File: config.mk
export PLATFORM = sky130hd
export DESIGN_NAME = ifu_prefetch_flat
export DESIGN_NICKNAME = d
export VERILOG_FILES = /design/src/rtl/hxd32_pkg.sv /design/src/rtl/ifu_prefetch_if.sv /design/src/rtl/ifu_prefetch_fifo.sv /design/src/rtl/ifu_prefetch.sv /design/src/flat_wrapper.sv
export SDC_FILE = /design/constraint.sdc
export NUM_CORES = 1
export LEC_CHECK = 0
export ABC_AREA = 1
export CORE_ASPECT_RATIO = 0.7
export CORE_UTILIZATION = 58
export CTS_CLUSTER_SIZE = 30
export DETAILED_ROUTE_END_ITERATION = 8
export DONT_BUFFER_PORTS = 1
export HOLD_SLACK_MARGIN = 0.15
export PLACE_DENSITY = 0.76
export REMOVE_ABC_BUFFERS = 1
export SYNTH_ARGS = -nofsm -noshare
export SYNTH_HDL_FRONTEND = slang
export SYNTH_SLANG_ARGS = --single-unit
File: constraint.sdc
create_clock -name clk_i -period 4 [get_ports clk_i]
set_input_delay 0.2 -clock clk_i [delete_from_list [all_inputs] [get_ports clk_i]]
set_output_delay 0.2 -clock clk_i [all_outputs]
set_load 0.1 [all_outputs]
File: src/rtl/hxd32_pkg.sv
`default_nettype none
// ============================================================================
// Module   : hxd32_pkg
// Brief    : Shared defaults and the fetch queue entry type for the HXD32 IFU.
// Revision : 1.0 - initial release
// ============================================================================
package hxd32_pkg;

    localparam int                        DEFAULT_XLEN     = 32;
    localparam int                        INST_BYTES       = 4;
    localparam logic [DEFAULT_XLEN-1:0]   DEFAULT_RESET_PC = 32'h0000_0000;

    typedef struct packed {
        logic [DEFAULT_XLEN-1:0] pc;
        logic [DEFAULT_XLEN-1:0] inst;
    } fetch_entry_t;

endpackage
`default_nettype wire

File: src/rtl/ifu_prefetch_if.sv
`default_nettype none
// ============================================================================
// Module   : ifu_prefetch_if
// Brief    : IRAM read port and decode-side instruction handshake of the IFU.
// Revision : 1.0 - initial release
// ============================================================================
interface ifu_prefetch_if #(
    parameter int XLEN  = 32,
    parameter int DEPTH = 4
);
    localparam int LW = $clog2(DEPTH + 1);

    logic            iram_rd_en;
    logic [XLEN-1:0] iram_rd_addr;
    logic [XLEN-1:0] iram_rd_data;
    logic            inst_valid;
    logic            inst_ready;
    logic [XLEN-1:0] inst_data;
    logic [XLEN-1:0] inst_pc;
    logic [XLEN-1:0] inst_pc_next;
    logic [LW-1:0]   level;

    // master is the fetch unit; slave is the IRAM + decode environment
    modport master (
        output iram_rd_en, iram_rd_addr,
        input  iram_rd_data,
        output inst_valid, inst_data, inst_pc, inst_pc_next, level,
        input  inst_ready
    );

    modport slave (
        input  iram_rd_en, iram_rd_addr,
        output iram_rd_data,
        input  inst_valid, inst_data, inst_pc, inst_pc_next, level,
        output inst_ready
    );

endinterface
`default_nettype wire

File: src/rtl/ifu_prefetch_fifo.sv
`default_nettype none
// ============================================================================
// Module   : fetch_fifo
// Brief    : DEPTH-entry synchronous FIFO of fetch entries; flush beats push/pop.
// Revision : 1.0 - initial release
// ============================================================================
module fetch_fifo
    import hxd32_pkg::*;
#(
    parameter int  DEPTH   = 4,
    parameter type entry_t = fetch_entry_t
) (
    input  wire logic                       clk,
    input  wire logic                       rst,
    input  wire logic                       push,
    input  wire logic                       pop,
    input  wire logic                       flush,
    input  wire entry_t                     wr_entry,
    output entry_t                          head,
    output logic [$clog2(DEPTH+1)-1:0]      level,
    output logic                            empty
);

    localparam int              PW      = $clog2(DEPTH);
    localparam int              LW      = $clog2(DEPTH + 1);
    localparam logic [LW-1:0]   DEPTH_L = LW'(DEPTH);

    entry_t          mem [DEPTH];
    logic [PW-1:0]   wr_ptr;
    logic [PW-1:0]   rd_ptr;
    logic            full;
    logic            do_push;
    logic            do_pop;

    assign empty   = (level == '0);
    assign full    = (level == DEPTH_L);
    assign do_pop  = pop && !empty;
    assign do_push = push && (!full || do_pop);
    assign head    = mem[rd_ptr];

    always_ff @(posedge clk or posedge rst) begin
        if (rst) begin
            wr_ptr <= '0;
            rd_ptr <= '0;
            level  <= '0;
        end else if (flush) begin
            wr_ptr <= '0;
            rd_ptr <= '0;
            level  <= '0;
        end else begin
            if (do_push) wr_ptr <= wr_ptr + PW'(1);
            if (do_pop)  rd_ptr <= rd_ptr + PW'(1);
            case ({do_push, do_pop})
                2'b10:   level <= level + LW'(1);
                2'b01:   level <= level - LW'(1);
                default: level <= level;
            endcase
        end
    end

    // Storage needs no reset: head contents are meaningless while empty.
    always_ff @(posedge clk) begin
        if (do_push && !flush) mem[wr_ptr] <= wr_entry;
    end

endmodule
`default_nettype wire

File: src/rtl/ifu_prefetch.sv
`default_nettype none
// ============================================================================
// Module   : ifu_prefetch
// Brief    : Sequential IRAM prefetcher with instruction queue and redirect.
// Revision : 1.0 - initial release
// ============================================================================
module ifu_prefetch
    import hxd32_pkg::*;
#(
    parameter int              XLEN     = DEFAULT_XLEN,
    parameter int              DEPTH    = 4,
    parameter logic [XLEN-1:0] RESET_PC = XLEN'(DEFAULT_RESET_PC)
) (
    input  wire logic            clk_i,
    input  wire logic            rst_i,
    input  wire logic            redirect_en_i,
    input  wire logic [XLEN-1:0] redirect_pc_i,
    ifu_prefetch_if.master       bus
);

    localparam int             LW      = $clog2(DEPTH + 1);
    localparam logic [LW:0]    DEPTH_W = (LW + 1)'(DEPTH);

    typedef struct packed {
        logic [XLEN-1:0] pc;
        logic [XLEN-1:0] inst;
    } entry_t;

    logic [XLEN-1:0] fetch_pc;
    logic [XLEN-1:0] req_pc;
    logic            inflight;
    logic            issue;
    logic            push;
    logic            pop;
    logic [LW-1:0]   level;
    logic            empty;
    logic [LW:0]     committed;
    entry_t          wr_entry;
    entry_t          head;

    // Slots already spoken for: queued entries plus the read still in flight.
    assign committed = {1'b0, level} + {{LW{1'b0}}, inflight};
    assign issue     = !rst_i && !redirect_en_i && (committed < DEPTH_W);

    // Issue is blocked during a redirect, so clearing inflight squashes it.
    assign push      = inflight && !redirect_en_i;
    assign pop       = !empty && bus.inst_ready && !redirect_en_i;
    assign wr_entry  = '{pc: req_pc, inst: bus.iram_rd_data};

    always_ff @(posedge clk_i or posedge rst_i) begin
        if (rst_i) begin
            fetch_pc <= RESET_PC;
            req_pc   <= '0;
            inflight <= 1'b0;
        end else if (redirect_en_i) begin
            fetch_pc <= {redirect_pc_i[XLEN-1:2], 2'b00};
            inflight <= 1'b0;
        end else begin
            inflight <= issue;
            if (issue) begin
                req_pc   <= fetch_pc;
                fetch_pc <= fetch_pc + XLEN'(INST_BYTES);
            end
        end
    end

    fetch_fifo #(
        .DEPTH   (DEPTH),
        .entry_t (entry_t)
    ) u_fifo (
        .clk      (clk_i),
        .rst      (rst_i),
        .push     (push),
        .pop      (pop),
        .flush    (redirect_en_i),
        .wr_entry (wr_entry),
        .head     (head),
        .level    (level),
        .empty    (empty)
    );

    assign bus.iram_rd_en   = issue;
    assign bus.iram_rd_addr = fetch_pc;
    assign bus.inst_valid   = !empty;
    assign bus.inst_data    = head.inst;
    assign bus.inst_pc      = head.pc;
    assign bus.inst_pc_next = head.pc + XLEN'(INST_BYTES);
    assign bus.level        = level;

endmodule
`default_nettype wire

File: src/flat_wrapper.sv
// flat-port wrapper written by rule: the top's interface ports become plain ports
module ifu_prefetch_flat import hxd32_pkg::*;
#(
    parameter int              XLEN     = DEFAULT_XLEN,
    parameter int              DEPTH    = 4,
    parameter logic [XLEN-1:0] RESET_PC = XLEN'(DEFAULT_RESET_PC)
)
  (clk_i, rst_i, redirect_en_i, redirect_pc_i, bus_iram_rd_en, bus_iram_rd_addr, bus_iram_rd_data, bus_inst_valid, bus_inst_data, bus_inst_pc, bus_inst_pc_next, bus_level, bus_inst_ready);
  ifu_prefetch_if #(.XLEN(XLEN), .DEPTH(DEPTH)) bus_i ();
  input  wire logic clk_i;
  input  wire logic rst_i;
  input  wire logic redirect_en_i;
  input  wire logic [XLEN-1:0] redirect_pc_i;
  output wire logic [$bits(bus_i.iram_rd_en)-1:0] bus_iram_rd_en;
  output wire logic [$bits(bus_i.iram_rd_addr)-1:0] bus_iram_rd_addr;
  input wire logic [$bits(bus_i.iram_rd_data)-1:0] bus_iram_rd_data;
  output wire logic [$bits(bus_i.inst_valid)-1:0] bus_inst_valid;
  output wire logic [$bits(bus_i.inst_data)-1:0] bus_inst_data;
  output wire logic [$bits(bus_i.inst_pc)-1:0] bus_inst_pc;
  output wire logic [$bits(bus_i.inst_pc_next)-1:0] bus_inst_pc_next;
  output wire logic [$bits(bus_i.level)-1:0] bus_level;
  input wire logic [$bits(bus_i.inst_ready)-1:0] bus_inst_ready;
  assign bus_iram_rd_en = bus_i.iram_rd_en;
  assign bus_iram_rd_addr = bus_i.iram_rd_addr;
  assign bus_i.iram_rd_data = bus_iram_rd_data;
  assign bus_inst_valid = bus_i.inst_valid;
  assign bus_inst_data = bus_i.inst_data;
  assign bus_inst_pc = bus_i.inst_pc;
  assign bus_inst_pc_next = bus_i.inst_pc_next;
  assign bus_level = bus_i.level;
  assign bus_i.inst_ready = bus_inst_ready;
  ifu_prefetch #(.XLEN(XLEN), .DEPTH(DEPTH), .RESET_PC(RESET_PC)) u_core (.clk_i(clk_i), .rst_i(rst_i), .redirect_en_i(redirect_en_i), .redirect_pc_i(redirect_pc_i), .bus(bus_i));
endmodule
[Word level (Yosys, flattened, before mapping)]
Memory sizes are Yosys's and may differ from the RTL's.
Cells that the tools add are included.
Operators by class
  magnitude comparators: 1
  bitwise operators: 1
  reductions and logical operators: 19
  equality and inequality tests: 3
  muxes and demuxes: 11
  add/sub/neg operators: 7
Operator list (count)
  $add A32 B3 Y32 const B: 2
  $mux W32: 2
  $logic_and A1 B1 Y1: 8
  $mux W2: 4
  $pmux W3 S2: 1
  $reduce_bool A2 Y1: 3
  $add A2 B1 Y2 const B: 2
  $add A3 B1 Y4: 1
  $logic_not A1 Y1: 4
  $lt A4 B3 Y1 const B: 1
  $add A3 B1 Y3 const B: 1
  $eq A3 B3 Y1 const B: 1
  $logic_not A3 Y1: 1
  $mux W1: 3
  $mux W3: 1
  $reduce_bool A3 Y1: 1
  $sub A3 B1 Y3 const B: 1
  $eq A2 B1 Y1 const B: 1
  $eq A2 B2 Y1 const B: 1
  $reduce_and A2 Y1: 1
  $logic_or A1 B1 Y1: 1
  $not A1 Y1: 1
Word-level totals
  memories: 1
  bits of input ports: 68
  logic and storage cells: 49
  RAM bits: 256
  bits in registers: 72
  output and inout bits: 133
Memories
  u_core.u_fifo.mem: words 4, width 64, rd ports 1, clocked after Yosys merged registers in 0, wr ports 1, line ifu_prefetch_fifo.sv:28  | entry_t mem [DEPTH];

[Depth between registers and ports, before layout]
Gate-level depths: netlist (run 1).
  word-level depth: 10
  gate-level depth with buffers: 15
  depth with buffers taken out: 12

[Cells and area by module]
A second synthesis (run 1) with hierarchy kept.
Unflattened totals
  cells, all modules: 1279
  area, all modules: 14074.7 sq um
By module, submodules not included
  fetch_fifo: times used 1, cells an instance 685, area an instance 9985.8 sq um, seq. area each 7862.5 sq um
  ifu_prefetch: times used 1, cells an instance 594, area an instance 4088.9 sq um, seq. area each 1526.5 sq um

[Least setup slack after synthesis (run 1)]
OpenSTA, ideal clock, no wires.
  path kind: register to register
  start point: register u_core.u_fifo.level[0]
  end point: memory u_core.u_fifo.mem[0][0] (netlist name) (enable)
  setup time: 482 ps
  cell stages (with the launch flop): 7
  required time: 3518 ps
  arrival time: 5213 ps
  path slack: -1696 ps
  clock period less this slack: 5696 ps
  path through: dfrtp_1 -> inv_1 -> nand3_1 -> nand3_1 -> nand4_1 -> nand3_1 -> nor2_1
Between the ends
  longest elaborated chain between the ends: 10
RTL lines
  start: declaration: line ifu_prefetch_fifo.sv:20  | output logic [$clog2(DEPTH+1)-1:0] level,
  start signal: assignment: line ifu_prefetch_fifo.sv:54  | 2'b10: level <= level + LW'(1);
  start signal: assignment: line ifu_prefetch_fifo.sv:55  | 2'b01: level <= level - LW'(1);
  start signal: assignment: line ifu_prefetch_fifo.sv:56  | default: level <= level;
  $logic_not A3 Y1 (*): line ifu_prefetch_fifo.sv:35  | assign empty = (level == '0);
  $logic_not A1 Y1 (*)
  via bus_inst_valid: line flat_wrapper.sv:17  | output wire logic [$bits(bus_i.inst_valid)-1:0] bus_inst_valid;
  $logic_and A1 B1 Y1 (2 in series): line ifu_prefetch.sv:47  | assign pop = !empty && bus.inst_ready && !redirect_en_i;
  $logic_and A1 B1 Y1 (*): line ifu_prefetch_fifo.sv:37  | assign do_pop = pop && !empty;
  $logic_or A1 B1 Y1 (*): line ifu_prefetch_fifo.sv:38  | assign do_push = push && (!full || do_pop);
  $logic_and A1 B1 Y1 (*): line ifu_prefetch_fifo.sv:38
  $logic_and A1 B1 Y1 (*): line ifu_prefetch_fifo.sv:63  | if (do_push && !flush) mem[wr_ptr] <= wr_entry;
  $mux W1 (*): line ifu_prefetch_fifo.sv:63
  $mux W1 (implied by the code) (*): line ifu_prefetch_fifo.sv:63
  end: declaration: line ifu_prefetch_fifo.sv:28
Mark *: on every way through the listed nets, which the timed path passes. The rest lies on a longest branch.

[Worst setup path after layout (run 1)]
  start point: register u_core.u_fifo.rd_ptr[1]
  end point: output bus_inst_pc_next[28]
Between the ends
  longest elaborated chain between the ends: 2
RTL lines
  start: declaration: line ifu_prefetch_fifo.sv:30  | logic [PW-1:0] rd_ptr;
  start signal: assignment: line ifu_prefetch_fifo.sv:52  | if (do_pop) rd_ptr <= rd_ptr + PW'(1);
  $mem_v2 Z4 W64
  $add A32 B3 Y32: line ifu_prefetch.sv:87  | assign bus.inst_pc_next = head.pc + XLEN'(INST_BYTES);
  end: declaration: line flat_wrapper.sv:20  | output wire logic [$bits(bus_i.inst_pc_next)-1:0] bus_inst_pc_next;
Every way passes these cells.

==> results of run 1 <==
[layout by cell type, fill, tap and decap left out, drive strengths merged]
cell / n
buf: 131
clkinvlp: 2
a31oi: 2
nor2: 162
nor3: 7
and3: 1
or2: 4
inv: 104
o21bai: 5
nand3: 96
nand2: 468
a32oi: 1
nor4: 1
conb: 6
bufinv: 3
o21ai: 116
o221ai: 7
dfrtp: 68
edfxtp: 248
o211ai: 6
nand3b: 5
o22ai: 32
fa: 1
o2111ai: 2
clkinv: 8
a21oi: 4
nand4: 21
xnor2: 2
xor2: 28
dlygate4sd3: 69
clkbuf: 36
ha: 6
[worst min-delay path, cell delays in order]
cell and delay (ns):
nand2_1 0.03, dlygate4sd3_1 0.54, o221ai_1 0.08
[area by class of cell]
cell class | count | area share
inverter | 101 | 0.02133
timing repair buffer | 200 | 0.1160
clock inverter | 16 | 0.01028
clock buffer | 36 | 0.04553
sequential | 316 | 0.5117
multi-input combinational | 983 | 0.2730
tap | 318 | 0.02224
[state kept, by name, indices dropped and copies added (netlist names)]
register and flops:
u_core.u_fifo.wr_ptr 2, u_core.u_fifo.level 3, u_core.bus.iram_rd_addr 30, u_core.u_fifo.mem 248, u_core.u_fifo.rd_ptr 2, u_core.inflight 1
u_core.req_pc 30
[cell families after synthesis]
group                    Yosys count  synth area share
AND/OR/NAND/NOR                  765            0.2196
flip-flops                       316            0.6338
XOR/XNOR                          30           0.01820
other                              1         0.0002598
adder cells (fa/ha/maj)            7          0.006587
buffers and inverters            171           0.05348
AO/OA/AOI/OAI                    175           0.06813
[cells in the mapped netlist (all sizes together) (7+ instances only)]
cell and instances:
buf 36, clkbuf 34, dfrtp 68, edfxtp 248, inv 101, nand2 468
nand3 96, nand4 21, nor2 162, nor3 7, o21ai 116, o221ai 7
o22ai 32, xor2 28
[worst max-delay path by stage]
stage                     cells after the start                                start  slack [ns]                                      to
after floorplan                               8  u_core.u_fifo.rd_ptr[0]$_DFFE_PP0P_       -2.45                    bus_inst_pc_next[11]
after global placement                       12  u_core.u_fifo.rd_ptr[1]$_DFFE_PP0P_        0.87                    bus_inst_pc_next[27]
after detailed placement                     12  u_core.u_fifo.rd_ptr[1]$_DFFE_PP0P_        0.88                    bus_inst_pc_next[27]
after CTS                                    12  u_core.u_fifo.rd_ptr[1]$_DFFE_PP0P_        0.28                    bus_inst_pc_next[27]
after global routing                          9                        redirect_en_i        0.04  u_core.bus.iram_rd_addr[2]$_DFFE_PP0N_
final                                        11  u_core.u_fifo.rd_ptr[1]$_DFFE_PP0P_        0.20                    bus_inst_pc_next[28]
[per-layer routing]
metal / up-vias / global-route usage / wire length [um]
li1: 5246 / - / -
met1: 5356 / 0.4349 / 15810
met2: 620 / 0.4653 / 17140
met3: 61 / 0.05704 / 3949
met4: 0 / 0.06267 / 648
met5: - / 0 / 0
[power breakdown]
part | switching (mW) | total (mW) | leakage (nW) | internal [mW]
clock network | 1.22 | 2.87 | 0.488 | 1.65
registers | 0.262 | 4.00 | 3.09 | 3.73
logic | 1.53 | 1.99 | 3.72 | 0.464
[through the flow]
step | hold slack (ns) | instance area [um^2] | total power, mW | instances
CTS | 0.2858 | 17890 | 8.855 | 1970
detailed placement | 0.2990 | 16200 | 5.955 | 1849
global placement | 0.2990 | 16200 | 5.911 | 1849
finish | 0.3149 | 17890 | 8.854 | 1970
global route | 0.3189 | 17890 | 9.119 | 1970
floorplan | 0.2989 | 14060 | 5.389 | 1400
==> impl_metrics.tcl, run 1 <==
set metrics [dict create \
    first_pass_iters 6 \
    vias 11280 \
    dpl.hpwl_um 24290 \
    fmax_ghz 0.2634 \
    htreeDepth 1 \
    drt_wl_total_um 37550 \
    numPortBuffers 0 \
    rrSetupSlack_ns 0.54 \
    worstHoldStart "redirect_en_i" \
    ctsResizeCount 0 \
    grt_overflow 0 \
    reg2reg_from "u_core.u_fifo.level[2]$_DFFE_PP0P_" \
    status "completed" \
    rsz0062_at_grt "no" \
    cts_sinks 316 \
    wl_per_cell_um 19.06 \
    ctsLongestPathBuffers 3 \
    numCtsBuffers 29 \
    min_to "u_core.bus.iram_rd_addr[4]$_DFFE_PP0N_" \
    clkSlewWorstSetupHoldPaths_ns 0.07 \
    synth.distinct_cells 41 \
    min_path_cells 3 \
    cp_num_buf_inv 3 \
    synth_top_area_share 0.5159 \
    skew_ns 0.03256 \
    end_kind "output port" \
    cts_root_buf "clkbuf_16" \
    post-route-min-period_ns 3.796 \
    fin_nets 1706 \
    maxCapViolCount 0 \
    r2r_cells 8 \
    ir_worst_vdd_mv 0.3290 \
    coreArea_um2 24050 \
    multi_input_area_um2 4883 \
    ys.flop_type "edfxtp_1" \
    p_leak_nw 7.300 \
    syn_to_final_growth_pct 23.93 \
    drc 0 \
    crit_arrival_ns 3.60 \
    setup_violations 0 \
    finalHoldViolCount 0 \
    power_density_nw_per_um2 494.9 \
    reg2reg_to "u_core.bus.iram_rd_addr[2]$_DFFE_PP0N_" \
    yosys_warnings 0 \
    critical-path-max-stage-delay_ns 0.82 \
    postLayoutCoreUtil 0.7438 \
    routed_via_density 5.727 \
    min_path_type "primary input to register" \
    io_pins 201 \
    relSlewSlack 0.2700 \
    ys_seq_elements 316 \
    syn_area_um2 14440 \
    regArea_um2 9154 \
    fill_cells 1576 \
    drtIter0Drc 1215 \
    timing.final.crit_share 0.9490 \
    grt_pass1_wl_um 58240 \
    grt_pass1_vias 10660 \
    diodes 0 \
    die_h_um 134.0 \
    cp-start-kind "register" \
    postCtsHoldBufs 69 \
    cts_tree "built" \
    synth.yosys.seq_area_share 0.6338 \
    num_rows 47 \
    synth_top_cell_by_area "edfxtp_1" \
    cpLargestDelayFamily "simple AND/OR/NAND/NOR gates" \
    layout-drive-gt1-share 0.1610 \
    crit_path_cell_trace "buf_4 > nand2_1 > nand2_1 > buf_4 > nand2_1 > nor2_1 > nand2_1 > nor2_1 > nand3_1 > nand2_1 > buf_12" \
    die_x_um 190.6 \
    worstMarginPinSlew_ns 1.091 \
    clk_latency_ns 0.58 \
    synth.area.top_cells "edfxtp_1 (52%), nand2_1 (12%), dfrtp_1 (12%)" \
    slew_violations 0 \
    grt_max_degree 131 \
    ant_nets 0 \
    cp_common_cell "nand2_1" \
    required_ns 3.80 \
    dp_slack_ns 0.8809 \
    antenna_found_initial 0 \
    path_max_fanout 34 \
    synth.avg_cell_area_um2 9.853 \
    design.die.area_um2 25530 \
    setup_ws_ns 0.2040 \
    synthCells 1465 \
    cpMaxStageDelayCell "dfrtp_2" \
    initial_core_util 0.6002 \
    gp_congestion 0.9234 \
    synth_edf_count 248 \
    cts_setup_buffers 0 \
    worstSetupPathType "register to output port" \
    fin_tns_setup_ns 0 \
    grt_use_total 0.2969 \
    async_flop_share 0.2152 \
]
Power figures use the tool's default switching activity.
==> run 2, diff against run 1 <==
==> constraint.sdc (replaced) <==
create_clock -name clk_i -period 4 [get_ports clk_i]
set_input_delay 0.2 -clock clk_i [delete_from_list [all_inputs] [get_ports clk_i]]
set_output_delay 0.2 -clock clk_i [all_outputs]
set_load 0.05 [all_outputs]
==> impl_metrics.tcl, run 2 (synthesis gave the netlist of run 1 again) <==
set metrics [dict create \
    min_path_type "primary input to register" \
    rsz0062_at_grt "no" \
    use_met1 0.4205 \
    first_pass_iters 5 \
    ant_nets 0 \
    cp_common_cell "nand2_1" \
    status "completed" \
    drt_wl_total_um 36160 \
    setup_ws_ns 0.1980 \
    dp.cells 1812 \
    setup_violations 0 \
    die_x_um 190.6 \
    cts_sinks 316 \
    design.die.area_um2 25530 \
    worstSetupPathType "register to output port" \
    initial_core_util 0.6002 \
    routed_via_density 5.672 \
    fin_tns_setup_ns 0 \
    io_pins 201 \
    cp-start-kind "register" \
    antenna_found_initial 0 \
    end_kind "output port" \
    p_leak_nw 6.942 \
    ctsLongestPathBuffers 3 \
    fin_nets 1679 \
    worstMarginPinSlew_ns 1.012 \
    slew_violations 0 \
    diodes 0 \
    grt_pass1_wl_um 55720 \
    required_ns 3.80 \
    wl_per_cell_um 18.60 \
    ir_worst_vdd_mv 0.3969 \
    crit_arrival_ns 3.60 \
    cpMaxStageDelayCell "dfrtp_4" \
    final_common_cell "nand2_1" \
    clk_latency_ns 0.56 \
    grt_busiest_layer "met2" \
    critical-path-max-stage-delay_ns 0.61 \
    largest_register "u_core.u_fifo.mem" \
    layout-drive-gt1-share 0.1089 \
    drc 0 \
    grt_overflow 0 \
    numPortBuffers 0 \
    num_rows 47 \
    fmax_ghz 0.2630 \
    dpl.hpwl_um 22900 \
    skew_ns 0.02334 \
    grt_max_degree 83 \
    path_max_fanout 39 \
    clkSlewWorstSetupHoldPaths_ns 0.06 \
    final_cells 1944 \
    use_met3 0.05468 \
    vias 11030 \
    relSlewSlack 0.3246 \
    htreeDepth 1 \
    syn_to_final_growth_pct 18.42 \
    cts_root_buf "clkbuf_16" \
    final_cell_mix "nand2_1 (457), edfxtp_1 (248), nor2_1 (146)" \
    numCtsBuffers 30 \
    coreArea_um2 24050 \
    timing.final.crit_share 0.9505 \
    maxCapViolCount 0 \
    power_density_nw_per_um2 470.0 \
    crit_path_cell_trace "inv_4 > buf_4 > nand2_1 > nand2_1 > nand2_1 > nand2_1 > nand2_1 > nor2_1 > nand2_1 > nor2_2 > nand2_1 > nand2_1 > nand2_1 > buf_12" \
    gp_congestion 0.9175 \
    drtIter0Drc 984 \
    die_h_um 134.0 \
    grt_pass1_vias 10240 \
    finalHoldViolCount 0 \
    grt_use_met2 0.4396 \
    grt_use_total 0.2836 \
    cts_tree "built" \
    dp_slack_ns 0.6888 \
    largest_reg_flops 248 \
    post-route-min-period_ns 3.802 \
]
==> run 2: what timing repair did <==
action,in CTS,in global routing
buffers inserted,0,0
endpoints found under the setup margin,0,9
endpoints found under the hold margin,236,0
resized for setup,0,1
hold buffers,78,0
==> run 2: layout make-up <==
cell class	count	area, um^2
multi-input cells	983	4563
clock buffers	38	810.8
inverters	101	381.6
repair buffers	172	1640
clock inverters	16	146.4
fillers	1723	6958
flip-flops and latches	316	9154
well taps	318	397.9
==> run 2: per-layer routing <==
layer  wire length [um]  part of all wire  vias up
met5                  0                 0        -
met4                514             0.014        0
met3               3603              0.10       42
met2              16180              0.45      535
met1              15860              0.44     5234
li1                   -                 -     5215
==> run 2: worst max-delay path, delay by kind of cell, from the launching register on <==
| family | cells | cell delay, ns |
|---|---|---|
| buf+inv | 3 | 0.87 |
| flops | 1 | 0.61 |
| simple gates | 11 | 1.56 |
==> run 2: path summary, 6_finish.rpt <==
check / slack (ns) / to / cells after the start / startpoint
setup / recovery: 0.20 / bus_inst_pc_next[31] / 14 / u_core.u_fifo.rd_ptr[0]$_DFFE_PP0P_
max in group asynchronous: 2.93 / u_core.u_fifo.rd_ptr[0]$_DFFE_PP0P_ / 3 / rst_i
min in group asynchronous: 0.37 / u_core.bus.iram_rd_addr[20]$_DFFE_PP0N_ / 3 / rst_i
hold reg to reg: 0.53 / u_core.u_fifo.mem[3][45]$_DFFE_PP_ / 0 / u_core.req_pc[13]$_DFFE_PP0P_
hold / removal: 0.32 / u_core.bus.iram_rd_addr[13]$_DFFE_PP0N_ / 3 / redirect_en_i
setup reg to reg: 0.85 / u_core.bus.iram_rd_addr[2]$_DFFE_PP0N_ / 7 / u_core.u_fifo.level[2]$_DFFE_PP0P_
==> run 2: stage by stage <==
step	hold slack [ns]	util	power [mW]	instance area, um^2
2_1_floorplan	0.2989	-	4.855	14060
3_3_place_gp	0.2990	0.6383	5.210	15350
3_5_place_dp	0.2990	0.6383	5.239	15350
4_1_cts	0.2980	0.7106	8.048	17090
5_1_grt	0.3168	0.7107	8.305	17090
6_report	0.3248	0.7107	8.034	17090
==> run 2: power breakdown <==
| group | leakage (nW) | internal (mW) | switching [mW] |
|---|---|---|---|
| Clock | 0.468 | 1.56 | 1.20 |
| Combinational | 3.38 | 0.341 | 0.870 |
| Sequential | 3.09 | 3.73 | 0.328 |
| Total | 6.94 | 5.64 | 2.40 |
==> run 3, diff against run 2 <==
--- a/config.mk
+++ b/config.mk
@@ -6,13 +6,12 @@
 export NUM_CORES = 1
 export LEC_CHECK = 0
 export ABC_AREA = 1
-export CORE_ASPECT_RATIO = 0.7
 export CORE_UTILIZATION = 58
 export CTS_CLUSTER_SIZE = 30
 export DETAILED_ROUTE_END_ITERATION = 8
 export DONT_BUFFER_PORTS = 1
 export HOLD_SLACK_MARGIN = 0.15
-export PLACE_DENSITY = 0.76
+export PLACE_DENSITY = 0.77
 export REMOVE_ABC_BUFFERS = 1
 export SYNTH_ARGS = -nofsm -noshare
 export SYNTH_HDL_FRONTEND = slang
==> impl_metrics.tcl, run 3 (synthesis gave the netlist of run 1 again) <==
set metrics [dict create \
    status "completed" \
    skew_ns 0.01986 \
    fin_tns_setup_ns 0 \
    cts_tree "built" \
    routed_via_density 5.613 \
    cts_setup_buffers 0 \
    grt_use_total 0.2669 \
    die_h_um 159.8 \
    wl_per_cell_um 17.60 \
    fill_cells 1700 \
    worstMarginPinSlew_ns 1.157 \
    die_x_um 159.8 \
    finalHoldViolCount 0 \
    htreeDepth 1 \
    coreArea_um2 24390 \
    drt_wl_total_um 34310 \
    cts_sinks 316 \
    post-route-min-period_ns 3.665 \
    power_density_nw_per_um2 472.0 \
    p_leak_nw 7.021 \
    numCtsBuffers 31 \
    largest_reg_flops 248 \
    drc 0 \
    first_pass_iters 6 \
    fmax_ghz 0.2729 \
    layout-drive-gt1-share 0.1175 \
    grt_pass1_vias 10430 \
    grt_overflow 0 \
    postCtsHoldBufs 68 \
    grt_max_degree 83 \
    final_common_cell "nand2_1" \
    ctsLongestPathBuffers 3 \
    dpl.hpwl_um 21430 \
    setup_violations 0 \
    rsz0062_at_grt "no" \
    vias 10940 \
    cp-start-kind "register" \
    largest_register "u_core.u_fifo.mem" \
    clkSlewWorstSetupHoldPaths_ns 0.06 \
    io_pins 201 \
    min_path_type "primary input to register" \
    path_max_fanout 74 \
    final_cell_mix "nand2_1 (457), edfxtp_1 (248), nor2_1 (146)" \
    antenna_found_initial 0 \
    ctsResizeCount 0 \
    design.die.area_um2 25520 \
    diodes 0 \
    cts_root_buf "clkbuf_16" \
    postLayoutCoreUtil 0.7043 \
    relSlewSlack 0.2259 \
    grt_pass1_wl_um 53490 \
    end_kind "output port" \
    slew_violations 0 \
    crit_arrival_ns 3.46 \
    setup_ws_ns 0.3352 \
    clk_latency_ns 0.56 \
    hold_ws_ns 0.3158 \
    drtIter0Drc 819 \
    gp_congestion 0.9541 \
    dp_slack_ns 0.8497 \
    initial_core_util 0.5918 \
    maxCapViolCount 0 \
    worstSetupPathType "register to output port" \
    syn_to_final_growth_pct 19.01 \
    num_rows 57 \
    ant_nets 0 \
    fin_nets 1680 \
    ir_worst_vdd_mv 0.3786 \
    numPortBuffers 0 \
    timing.final.crit_share 0.9162 \
    required_ns 3.80 \
]
run 3: path summary, 6_finish.rpt:
check                                                    start                                 endpoint  slack [ns]  cells past startpoint
setup reg to reg            u_core.u_fifo.level[0]$_DFFE_PP0P_       u_core.u_fifo.mem[0][34]$_DFFE_PP_        0.90                      8
setup / recovery           u_core.u_fifo.rd_ptr[0]$_DFFE_PP0P_                      bus_inst_pc_next[8]        0.34                     10
hold / removal                                   redirect_en_i   u_core.bus.iram_rd_addr[2]$_DFFE_PP0N_        0.32                      3
max in group asynchronous                                rst_i      u_core.u_fifo.rd_ptr[0]$_DFFE_PP0P_        2.90                      3
hold reg to reg                  u_core.req_pc[11]$_DFFE_PP0P_       u_core.u_fifo.mem[2][43]$_DFFE_PP_        0.52                      0
min in group asynchronous                                rst_i  u_core.bus.iram_rd_addr[18]$_DFFE_PP0N_        0.44                      3
run 3: power by group:
part | switching [mW] | internal (mW)
sequential | 0.308 | 3.73
clock | 1.17 | 1.66
combinational | 0.868 | 0.367
total | 2.34 | 5.76
run 3: stage by stage:
step / area (um^2) / power (mW) / instances
6_report: 17180 / 8.109 / 1949
5_1_grt: 17180 / 8.368 / 1949
4_1_cts: 17180 / 8.116 / 1949
3_5_place_dp: 15510 / 5.258 / 1828
3_3_place_gp: 15510 / 5.223 / 1828
2_1_floorplan: 14060 / 4.855 / 1400
run 3: area by class of cell:
type	instances	area, um^2	area share
clock inverters	14	151.4	0.008813
clock buffers	39	837.1	0.04873
inverters	101	381.6	0.02221
flip-flops and latches	316	9154	0.5328
multi-input cells	983	4563	0.2656
well taps	324	405.4	0.02360
repair buffers	172	1687	0.09818
run 3: critical path, cell delays in order (launching register included):
cell	delay, ns
dfrtp_4	0.42
buf_4	0.60
nor2_1	0.11
nor2_1	0.10
o21ai_0	0.10
nand2_2	0.36
ha_1	0.26
nand3_2	0.18
nor2_2	0.29
xor2_1	0.24
buf_4	0.24
run 3: metal layers:
layer  up-vias  routed length (um)  global-route usage
met4         0                1205              0.1062
li1       5202                   -                   -
met3        81                2601             0.04104
met5         -                   0                   0
met2       516               16990              0.4655
met1      5140               13510              0.3347
